[config.mk]
export PLATFORM = sky130hd
export DESIGN_NAME = seg7_scan_to_bcd
export DESIGN_NICKNAME = d
export VERILOG_FILES = /design/src/rtl/seg7_pkg.sv /design/src/rtl/seg7_pattern_decode.sv /design/src/rtl/seg7_scan_to_bcd.sv
export SDC_FILE = /design/constraint.sdc
export NUM_CORES = 1
export LEC_CHECK = 0
export ABC_AREA = 1
export BUFFER_PORTS_ARGS = -buffer_cell sky130_fd_sc_hd__clkbuf_2
export CORE_MARGIN = 5
export CORE_UTILIZATION = 48
export CTS_BUF_LIST = sky130_fd_sc_hd__clkbuf_8
export CTS_CLUSTER_DIAMETER = 50
export DETAILED_ROUTE_END_ITERATION = 10
export GPL_TIMING_DRIVEN = 0
export PLACE_DENSITY = 0.67
export SLEW_MARGIN = 20
export SYNTH_ARGS = -nofsm -noshare
export SYNTH_HDL_FRONTEND = slang
export SYNTH_HIERARCHICAL = 1
export SYNTH_SLANG_ARGS = --single-unit
[constraint.sdc]
create_clock -name clk_i -period 8.94 [get_ports clk_i]
set_input_delay 1.788 -clock clk_i [delete_from_list [all_inputs] [get_ports clk_i]]
set_output_delay 1.788 -clock clk_i [all_outputs]
set_load 0.05 [all_outputs]
[src/rtl/seg7_pkg.sv]
// Shared definitions for the 7-segment encode/decode path.
//
// Contents:
//   SEG_0 .. SEG_9  legal segment patterns, bit order abcdefg (bit6 = a, bit0 = g)
//   SEG_BLANK       all segments off
//   CNT_W           width of the dwell stability counter
//   dwell_state_t   states of the digit dwell FSM
//   dwell_t         dwell FSM state plus its counter, kept together so the
//                   whole FSM condition is visible as one signal
package seg7_pkg;

    localparam logic [6:0] SEG_0     = 7'b1111110;
    localparam logic [6:0] SEG_1     = 7'b0110000;
    localparam logic [6:0] SEG_2     = 7'b1101101;
    localparam logic [6:0] SEG_3     = 7'b1111001;
    localparam logic [6:0] SEG_4     = 7'b0110011;
    localparam logic [6:0] SEG_5     = 7'b1011011;
    localparam logic [6:0] SEG_6     = 7'b1011111;
    localparam logic [6:0] SEG_7     = 7'b1110000;
    localparam logic [6:0] SEG_8     = 7'b1111111;
    localparam logic [6:0] SEG_9     = 7'b1111011;
    localparam logic [6:0] SEG_BLANK = 7'b0000000;

    localparam int unsigned CNT_W = 4;

    typedef enum logic [1:0] {
        ST_IDLE  = 2'd0,
        ST_COUNT = 2'd1,
        ST_HOLD  = 2'd2
    } dwell_state_t;

    typedef struct packed {
        dwell_state_t     state;
        logic [CNT_W-1:0] count;
    } dwell_t;

endpackage

[src/rtl/seg7_pattern_decode.sv]
// Combinational 7-segment pattern to BCD decoder.
//
// Ports:
//   seg_i      [6:0]  segment pattern, abcdefg, active-high
//   bcd_o      [3:0]  decoded digit, 4'hF for any unrecognised pattern
//   invalid_o         1 when seg_i is not one of the ten legal digit patterns
module seg7_pattern_decode
    import seg7_pkg::*;
(
    input  logic [6:0] seg_i,
    output logic [3:0] bcd_o,
    output logic       invalid_o
);

    always_comb begin
        bcd_o     = 4'hF;
        invalid_o = 1'b0;
        case (seg_i)
            SEG_0:   bcd_o = 4'd0;
            SEG_1:   bcd_o = 4'd1;
            SEG_2:   bcd_o = 4'd2;
            SEG_3:   bcd_o = 4'd3;
            SEG_4:   bcd_o = 4'd4;
            SEG_5:   bcd_o = 4'd5;
            SEG_6:   bcd_o = 4'd6;
            SEG_7:   bcd_o = 4'd7;
            SEG_8:   bcd_o = 4'd8;
            SEG_9:   bcd_o = 4'd9;
            default: invalid_o = 1'b1;
        endcase
    end

endmodule

[src/rtl/seg7_scan_to_bcd.sv]
// Recovers BCD digits from a multiplexed common-cathode 7-segment bus.
//
// Each digit position must present the same {strobe, segments} sample for
// STABLE_CYCLES consecutive registered samples before it is captured. Once
// every position has been captured, the whole frame is published.
//
// Ports:
//   clk_i     rising-edge clock
//   rst_i     synchronous active-high reset
//   seg_i     [6:0]             segment lines, abcdefg, active-high
//   dig_en_i  [NUM_DIGITS-1:0]  one-hot digit strobes, bit i = position i
//   bcd_o     [4*NUM_DIGITS-1:0] last complete frame, digit i at [4i+3:4i]
//   valid_o   one-cycle pulse in the cycle bcd_o takes a new frame
//   err_o     high with valid_o when any digit of that frame was unrecognised
//
// Output protocol: there is no back-pressure. valid_o is a single-cycle
// pulse qualifying bcd_o/err_o; bcd_o then holds until the next pulse and
// err_o is 0 whenever valid_o is 0.
module seg7_scan_to_bcd
    import seg7_pkg::*;
#(
    parameter int NUM_DIGITS    = 4,
    parameter int STABLE_CYCLES = 3
) (
    input  logic                    clk_i,
    input  logic                    rst_i,
    input  logic [6:0]              seg_i,
    input  logic [NUM_DIGITS-1:0]   dig_en_i,
    output logic [4*NUM_DIGITS-1:0] bcd_o,
    output logic                    valid_o,
    output logic                    err_o
);

    localparam int               SAMPLE_W   = NUM_DIGITS + 7;
    localparam logic [CNT_W-1:0] STABLE_CNT = CNT_W'(STABLE_CYCLES);
    localparam logic [CNT_W-1:0] CNT_ONE    = CNT_W'(1);

    // Input register and the previous registered sample used for the
    // stability comparison.
    logic [6:0]            seg_q;
    logic [NUM_DIGITS-1:0] dig_q;
    logic [SAMPLE_W-1:0]   prev_q;

    dwell_t dwell_q, dwell_d;

    logic [4*NUM_DIGITS-1:0] shadow_q, shadow_d;
    logic [NUM_DIGITS-1:0]   seen_q, seen_d;
    logic [NUM_DIGITS-1:0]   bad_q, bad_d;

    logic [4*NUM_DIGITS-1:0] bcd_q, bcd_d;
    logic                    valid_q, valid_d;
    logic                    err_q, err_d;

    logic [3:0] dec_bcd;
    logic       dec_invalid;

    logic                  dig_onehot;
    logic                  same_sample;
    logic                  capture;
    logic [CNT_W-1:0]      count_inc;
    logic [NUM_DIGITS-1:0] cap_mask;

    seg7_pattern_decode u_decode (
        .seg_i     (seg_q),
        .bcd_o     (dec_bcd),
        .invalid_o (dec_invalid)
    );

    assign dig_onehot  = $onehot(dig_q);
    assign same_sample = ({dig_q, seg_q} == prev_q);
    assign count_inc   = (dwell_q.count == STABLE_CNT) ? dwell_q.count
                                                       : dwell_q.count + CNT_ONE;

    // Dwell FSM. The count tracks how many consecutive identical one-hot
    // samples have been seen; reaching STABLE_CNT captures and parks in
    // ST_HOLD so a long dwell captures only once.
    always_comb begin
        dwell_d = dwell_q;
        capture = 1'b0;
        case (dwell_q.state)
            ST_IDLE: begin
                if (dig_onehot) begin
                    dwell_d.state = ST_COUNT;
                    dwell_d.count = CNT_ONE;
                end else begin
                    dwell_d.count = '0;
                end
            end
            ST_COUNT, ST_HOLD: begin
                if (same_sample) begin
                    if (dwell_q.state == ST_COUNT) begin
                        dwell_d.count = count_inc;
                    end
                end else if (dig_onehot) begin
                    dwell_d.state = ST_COUNT;
                    dwell_d.count = CNT_ONE;
                end else begin
                    dwell_d.state = ST_IDLE;
                    dwell_d.count = '0;
                end
            end
            default: begin
                dwell_d.state = ST_IDLE;
                dwell_d.count = '0;
            end
        endcase
        // Checking the next count (not the current one) lets a first
        // one-hot sample capture immediately when STABLE_CYCLES is 1.
        if (dwell_d.state == ST_COUNT && dwell_d.count == STABLE_CNT) begin
            capture       = 1'b1;
            dwell_d.state = ST_HOLD;
        end
    end

    assign cap_mask = capture ? dig_q : '0;

    // Capture into the shadow frame, then publish when the capture fills
    // the last missing position.
    always_comb begin
        shadow_d = shadow_q;
        bad_d    = bad_q;
        seen_d   = seen_q | cap_mask;
        for (int i = 0; i < NUM_DIGITS; i++) begin
            if (cap_mask[i]) begin
                shadow_d[4*i +: 4] = dec_bcd;
                bad_d[i]           = dec_invalid;
            end
        end
        bcd_d   = bcd_q;
        valid_d = 1'b0;
        err_d   = 1'b0;
        if (capture && (&seen_d)) begin
            bcd_d   = shadow_d;
            valid_d = 1'b1;
            err_d   = |bad_d;
            seen_d  = '0;
            bad_d   = '0;
        end
    end

    always_ff @(posedge clk_i) begin
        if (rst_i) begin
            seg_q    <= SEG_BLANK;
            dig_q    <= '0;
            prev_q   <= '0;
            dwell_q  <= '{state: ST_IDLE, count: '0};
            shadow_q <= '0;
            seen_q   <= '0;
            bad_q    <= '0;
            bcd_q    <= '0;
            valid_q  <= 1'b0;
            err_q    <= 1'b0;
        end else begin
            seg_q    <= seg_i;
            dig_q    <= dig_en_i;
            prev_q   <= {dig_q, seg_q};
            dwell_q  <= dwell_d;
            shadow_q <= shadow_d;
            seen_q   <= seen_d;
            bad_q    <= bad_d;
            bcd_q    <= bcd_d;
            valid_q  <= valid_d;
            err_q    <= err_d;
        end
    end

    assign bcd_o   = bcd_q;
    assign valid_o = valid_q;
    assign err_o   = err_q;

endmodule

==> results by group, run 1 <==
Status
  • Status: complete, no violations

Detailed routing
  • Residual DRC count: 0
  • Post-Route WL: approximately 7000 µm
  • DRT iter0 DRCs: 133
  • Final ANT Viol Nets: 0
  • Routed len/inst: 11.2 µm
  • DR vias: between 3000 and 4000
  • Vias per Instance: 4.76
  • First-pass detailed-route iteration total: 4

Floorplan
  • Ports: 31
  • Initial Utilization: between 40% and 50%
  • Die ar.: 8810 µm²
  • Core Area: 6830 µm²
  • FP Rows: 30
  • Horiz. Die Dim: 93.9 µm
  • Die Y: 93.9 µm

Logic synthesis
  • Synthesized cell area: 3380 µm²
  • Post-synth top flop: dfxtp_1
  • Mux cell area share after synthesis: 0%
  • Adder-Cell Fraction of Synth Area: under 10%
  • Compound-gate portion of the synthesized area: under 10%
  • Cell count after synthesis: about 500
  • Area share of and/or/nand/nor cells after synthesis: 39.9%
  • Number of synthesized register bits: 70
  • Post-synthesis xor/xnor area fraction: 2.08%
  • Top post-synthesis cells by area: dfxtp_1 (42%), nand2_1 (17%), nor2_1 (7.8%)
  • Mean Syn Cell Area: a little under 7 µm²
  • Number of synthesized flops with an enable pin: 0
  • Syn nets: 510
  • Yosys warning total: 6
  • Post-synthesis sequential area ratio: 41.5%
  • Ys async rst share: 0%
  • Yosys cell types: 31
  • Top-area cell type share of the netlist area: 41.5%
  • Largest family of logic cells by synthesized area: simple AND/OR/NAND/NOR gates
  • Area leader, netlist: dfxtp_1

Global routing
  • Vias in the first global route: 2769
  • First-pass GRT wire length: 12000 µm
  • Remaining Overflow, GRT: 0
  • Pin count of the biggest net entering global routing: 12
  • Initial antenna violation count: 0
  • All-Layer GR Usage: 17.2%

Critical path
  • Worst Path Required: around 9200 ps
  • CP startpoint kind: flip-flop
  • CP max FO: 9
  • Worst EP arrival: between 3000 and 4000 ps
  • CP Capture Type: flip-flop
  • Flop2flop setup slack: 5640 ps
  • CP Class: flip-flop to flip-flop

Cells and area
  • Layout Nets: 550
  • Fin cells: 631
  • Area growth syn-to-layout: 13.6%
  • # diodes: 0
  • Share of layout cells above drive strength 1: 14.2%

STA
  • Max_slew headroom: 64.8%
  • # setup viols final: 0
  • Final hold violations: 0
  • Final worst path period need: approximately 3300 ps
  • Transition time of the tightest slew-check pin: 528 ps
  • Final setup TNS: 0 ps
  • Fraction of the cycle the final worst path needs: between 30% and 40%
  • RSZ-0062 raised after global routing: no
  • Slew Viols, Final: 0
  • Fmax: 303 MHz
  • Clock skew: 8.06 ps

CTS
  • Worst skew pair latency: 340 ps
  • Post-cts resize count: 0
  • Max Root-Sink Buffers: 2
  • Total CTS buffers: 9
  • H-tree depth: 3
  • TritonCTS clock tree: built
  • Root buffer cell: clkbuf_8
  • Post-CTS Setup Inserts: 0
  • Clock transition at path regs: roughly 70 ps
  • Post-CTS Hold Buffers: 0
  • Clock sinks: 70

Hold path
  • Worst min path class: flip-flop to flip-flop

Placed design
  • Final GP Congestion: 0.870
  • Post-DP HPWL: 5430 µm
  • Placed cells: 615
  • Port-buffer cells: 29

Flow run
  • Max_cap viols: 0

Power and ir drop
  • Pwr Density: approximately 170 nW/µm²
  • Tot Pwr: 0.644 mW
  • Maximum vdd drop: 0.0942 mV
  • LEAKAGE: 1.98 nW
==> layout make-up <==
cell class	count	area [µm²]
Timing Repair Buffer	29	145
Fill cell	665	3000
Inverter	70	264
Clock inverter	6	55.1
Tap cell	96	120
Clock buffer	10	138
Sequential cell	70	1400
Buffer	11	60.1
Multi-Input combinational cell	339	1650
==> cells by family after synthesis <==
logic type	count (synthesis)
AOI/OAI and AO/OA	24
xor gates and xnor gates	8
adders and majority gates	7
and+or+nand+nor	300
DFF	70
buffers and inverters	81
==> through the flow <==
step | hold slack [ps] | instance area (µm²) | utilization (%) | setup WS, ps
floorplan | 450 | 3380 | - | 6060
global placement | 460 | 3640 | 53.3 | 5700
detailed placement | 464 | 3640 | 53.3 | 5620
CTS | 475 | 3830 | 56.1 | 5610
global route | 490 | 3830 | 56.1 | 5240
finish | 473 | 3830 | 56.1 | 5640
==> cells in the mapped netlist, types with 2 or more instances <==
cell      count
nor3_1        6
nand3_1      29
ha_1          6
buf_6         2
nand2_2       4
dfxtp_1      70
a21oi_1      17
nand2_4       4
nand4_1      19
xor2_1        3
inv_1        64
nand2_1     153
clkbuf_1      6
buf_2         3
nand3_2       5
o21ai_0       4
nor2_1       70
nor2_2        5
inv_2         4
xnor2_1       5
==> placed cells by master (no fill, tap or decap), drive strengths merged <==
| cell | count |
|---|---|
| buf | 5 |
| nand2 | 161 |
| inv | 71 |
| xnor2 | 5 |
| dfxtp | 70 |
| fa | 1 |
| bufinv | 1 |
| clkbuf | 45 |
| xor2 | 3 |
| nor3 | 6 |
| ha | 6 |
| a21oi | 19 |
| nor2 | 77 |
| nand4 | 20 |
| o211ai | 1 |
| clkinv | 4 |
| nand3 | 34 |
| nor2b | 1 |
| or2 | 1 |
| o21ai | 4 |
==> power by group <==
group	switching [mW]	internal, mW	total [mW]
Sequential	0.00800	0.318	0.326
Combinational	0.0461	0.0244	0.0706
Clock	0.113	0.134	0.247
Total	0.167	0.476	0.644
==> state kept, by name, indices dropped and copies added, names as in the netlist <==
name      cells
seg_q         7
prev_q       11
valid_o       1
shadow_q     16
dig_q         4
seen_q        4
bad_q         4
bcd_o        16
err_o         1
dwell_q       6
==> layer usage <==
metal | routed length, µm | global-route usage (%) | up-vias
met1 | 3270 | 21.1 | 1346
met3 | 242 | 3.85 | 10
met5 | 0 | 0 | -
met2 | 3410 | 29.2 | 44
met4 | 118 | 6.74 | 0
li1 | - | - | 1602
==> worst paths after layout <==
check / end / from / depth (start not counted)
max reg2reg: seen_q[0] / dig_q[0] / 17
min reg2reg: shadow_q[3] / shadow_q[3] / 2
min: shadow_q[3] / shadow_q[3] / 2
max: seen_q[0] / dig_q[0] / 17
==> critical path: stages, from the launching register on <==
cell and delay, ps:
dfxtp_1 410, inv_1 120, fa_1 540, inv_1 40, ha_1 170, ha_1 270, nor2_1 100, nand2_1 70
inv_1 90, nand2_1 100, nand2_4 110, nand2_4 60, a21oi_4 200, nand3_2 230, nand2_4 160, nand4_4 180
nand2_1 270, nor2_1 70
(Power assumes the default switching activity.)
==> run 2, diff against run 1 <==
PLACE_DENSITY = 0.69   (was 0.67)
clock period = 2.7 ns   (was 8.94 ns; I/O delays follow)
==> results by group, run 2 (synthesized netlist as in run 1, its figures left out) <==
Detailed routing
  • Final ANT Viol Nets: 0
  • First-pass detailed-route iteration total: 5
  • Routed len/inst: 12.1 µm
  • DRT iter0 DRCs: 208
  • Residual DRC count: 0
  • DR vias: between 3000 and 4000
  • Vias per Instance: between 4 and 5
  • Post-Route WL: 7970 µm

STA
  • Final hold violations: 0
  • Final setup TNS: -4230 ps
  • Clock skew: 12.6 ps
  • Final worst path period need: 2910 ps
  • Fmax: 344 MHz
  • Transition time of the tightest slew-check pin: roughly 530 ps
  • Slew Viols, Final: 0
  • Worst Slack Setup Final: -206 ps
  • Fraction of the cycle the final worst path needs: 108%
  • Max_slew headroom: 64.5%
  • Fin Hold WS: about 380 ps
  • # setup viols final: 30
  • RSZ-0062 raised after global routing: yes

Critical path
  • Slowest cell on crit path: fa_1
  • Worst EP arrival: ~3100 ps
  • Worst Path Required: 2940 ps
  • Max incr delay on CP: 520 ps
  • CP Class: flip-flop to flip-flop
  • CP max FO: 7
  • CP Capture Type: flip-flop
  • Worst-path cell chain: inv_4, fa_1, inv_1, ha_2, ha_4, nor2_4, nand2_2, inv_2, nand2_2, nand2_4, a21oi_4, nor2_4, buf_6, nand3_4, nand2_4, nand4_4, buf_4, nand3_1, nand2_1
  • CP startpoint kind: flip-flop

CTS
  • Clock transition at path regs: 70 ps
  • Root buffer cell: clkbuf_8
  • Clock sinks: 70
  • Post-CTS Hold Buffers: 0
  • Max Root-Sink Buffers: 2
  • Total CTS buffers: 9
  • Worst skew pair latency: 350 ps
  • TritonCTS clock tree: built
  • H-tree depth: 3

Floorplan
  • Die Y: 93.9 µm
  • Initial Utilization: 49.4%
  • Horiz. Die Dim: between 90 and 100 µm
  • Ports: 31
  • Core Area: 6830 µm²
  • Die ar.: 8810 µm²
  • FP Rows: 30

Power and ir drop
  • Tot Pwr: 2.39 mW
  • Comb power frac: 13.4%
  • Seq pwr share: 45.2%
  • Clock power frac: 41.5%
  • Net Switching: 0.620 mW
  • Maximum vdd drop: ~0.32 mV
  • Sw Ratio: 25.9%
  • LEAKAGE: 2.13 nW
  • Pwr Density: 559 nW/µm²
  • Internal Power: 1.77 mW

Global routing
  • Vias in the first global route: 3005
  • All-Layer GR Usage: 19.5%
  • Remaining Overflow, GRT: 0
  • First-pass GRT wire length: about 14000 µm
  • Pin count of the biggest net entering global routing: 12
  • Initial antenna violation count: 0

Placed design
  • Placed cells: 615
  • Final GP Congestion: 0.822
  • Post-DP HPWL: ~5400 µm
  • Pre-CTS WS: -391 ps
  • Port-buffer cells: 29
  • Placed cell areas: 3690 µm²

Cells and area
  • Share of layout cells above drive strength 1: 25.1%
  • Commonest cells after routing, fill and taps aside: nand2_1 (144), dfxtp_1 (67), nor2_1 (64)
  • Fin cells: 658
  • Commonest non-fill, non-tap cell in the layout: nand2_1
  • Post-Route Utilization: 62.7%
  • Filler cells: about 610
  • # diodes: 0
  • Final Cell Area: between 4000 and 5000 µm²
  • Area growth syn-to-layout: 26.8%
  • Layout Nets: a little under 600

Flow run
  • Max_cap viols: 0

Status
  • Failing checks: negative setup slack
  • Status: finished, violations left

Hold path
  • Worst min path class: input port to flip-flop
-- run 2: cell types whose count changed in the layout (fill, tap and decap cells not counted), moves of 5 or more --
cell | before | now
buf_4 | 0 | 19
nand2_1 | 153 | 144
inv_1 | 67 | 59
buf_6 | 2 | 9
nand2_2 | 4 | 10
nor2_1 | 70 | 64
inv_2 | 4 | 9
nand3_1 | 29 | 24
-- run 2: power by group through the flow --
stage | logic (mW) | clock network, mW | registers (mW)
final | 0.320 | 0.992 | 1.08
after global routing | 0.357 | 1.06 | 1.08
after CTS | 0.276 | 1.00 | 1.08
after detailed placement | 0.240 | 0 | 1.11
after global placement | 0.234 | 0 | 1.10
after floorplan | 0.195 | 0 | 1.10
-- run 2: path summary, 6_finish.rpt --
kind                             startpoint        to  slack (ps)  cells past startpoint
worst max register to register     dig_q[0]  bcd_o[3]        -210                     19
worst min register to register     bcd_o[2]  bcd_o[2]         460                      2
worst max-delay path               dig_q[0]  bcd_o[3]        -210                     19
worst min-delay path            dig_en_i[0]  dig_q[0]         380                      3
-- run 2: worst max-delay path: cells and delay by family, from the launching register on --
family | cells | cell delay [ps]
AO/OA/AOI/OAI | 1 | 70
adder cells (fa/ha/maj) | 3 | 910
buffers and inverters | 5 | 470
flip-flops | 1 | 360
AND/OR/NAND/NOR | 10 | 990
-- run 2: metal layers --
| layer | vias up | routed length (µm) | global-route usage (%) |
|---|---|---|---|
| li1 | 1658 | - | - |
| met1 | 1516 | 3570 | 25.1 |
| met2 | 72 | 3890 | 32.1 |
| met3 | 14 | 375 | 4.33 |
| met4 | 0 | 131 | 6.86 |
| met5 | - | 0 | 0 |
-- run 2: repair_timing --
item,in CTS,in global routing
resized for setup,21,29
gates cloned,3,0
setup endpoints to repair,40,42
buffers inserted,14,11
pin swaps,9,14
-- run 2: final cells by class --
cell class	instances	area (µm²)	share of cell area, %
multi-input combinational	339	1820	42.5
sequential	70	1410	33.0
timing repair buffer	55	367	8.56
inverter	70	267	6.22
clock buffer	12	165	3.86
tap	96	120	2.81
clock inverter	4	68.8	1.61
buffer	11	60.1	1.40
timing repair inverter	1	3.75	0.0877
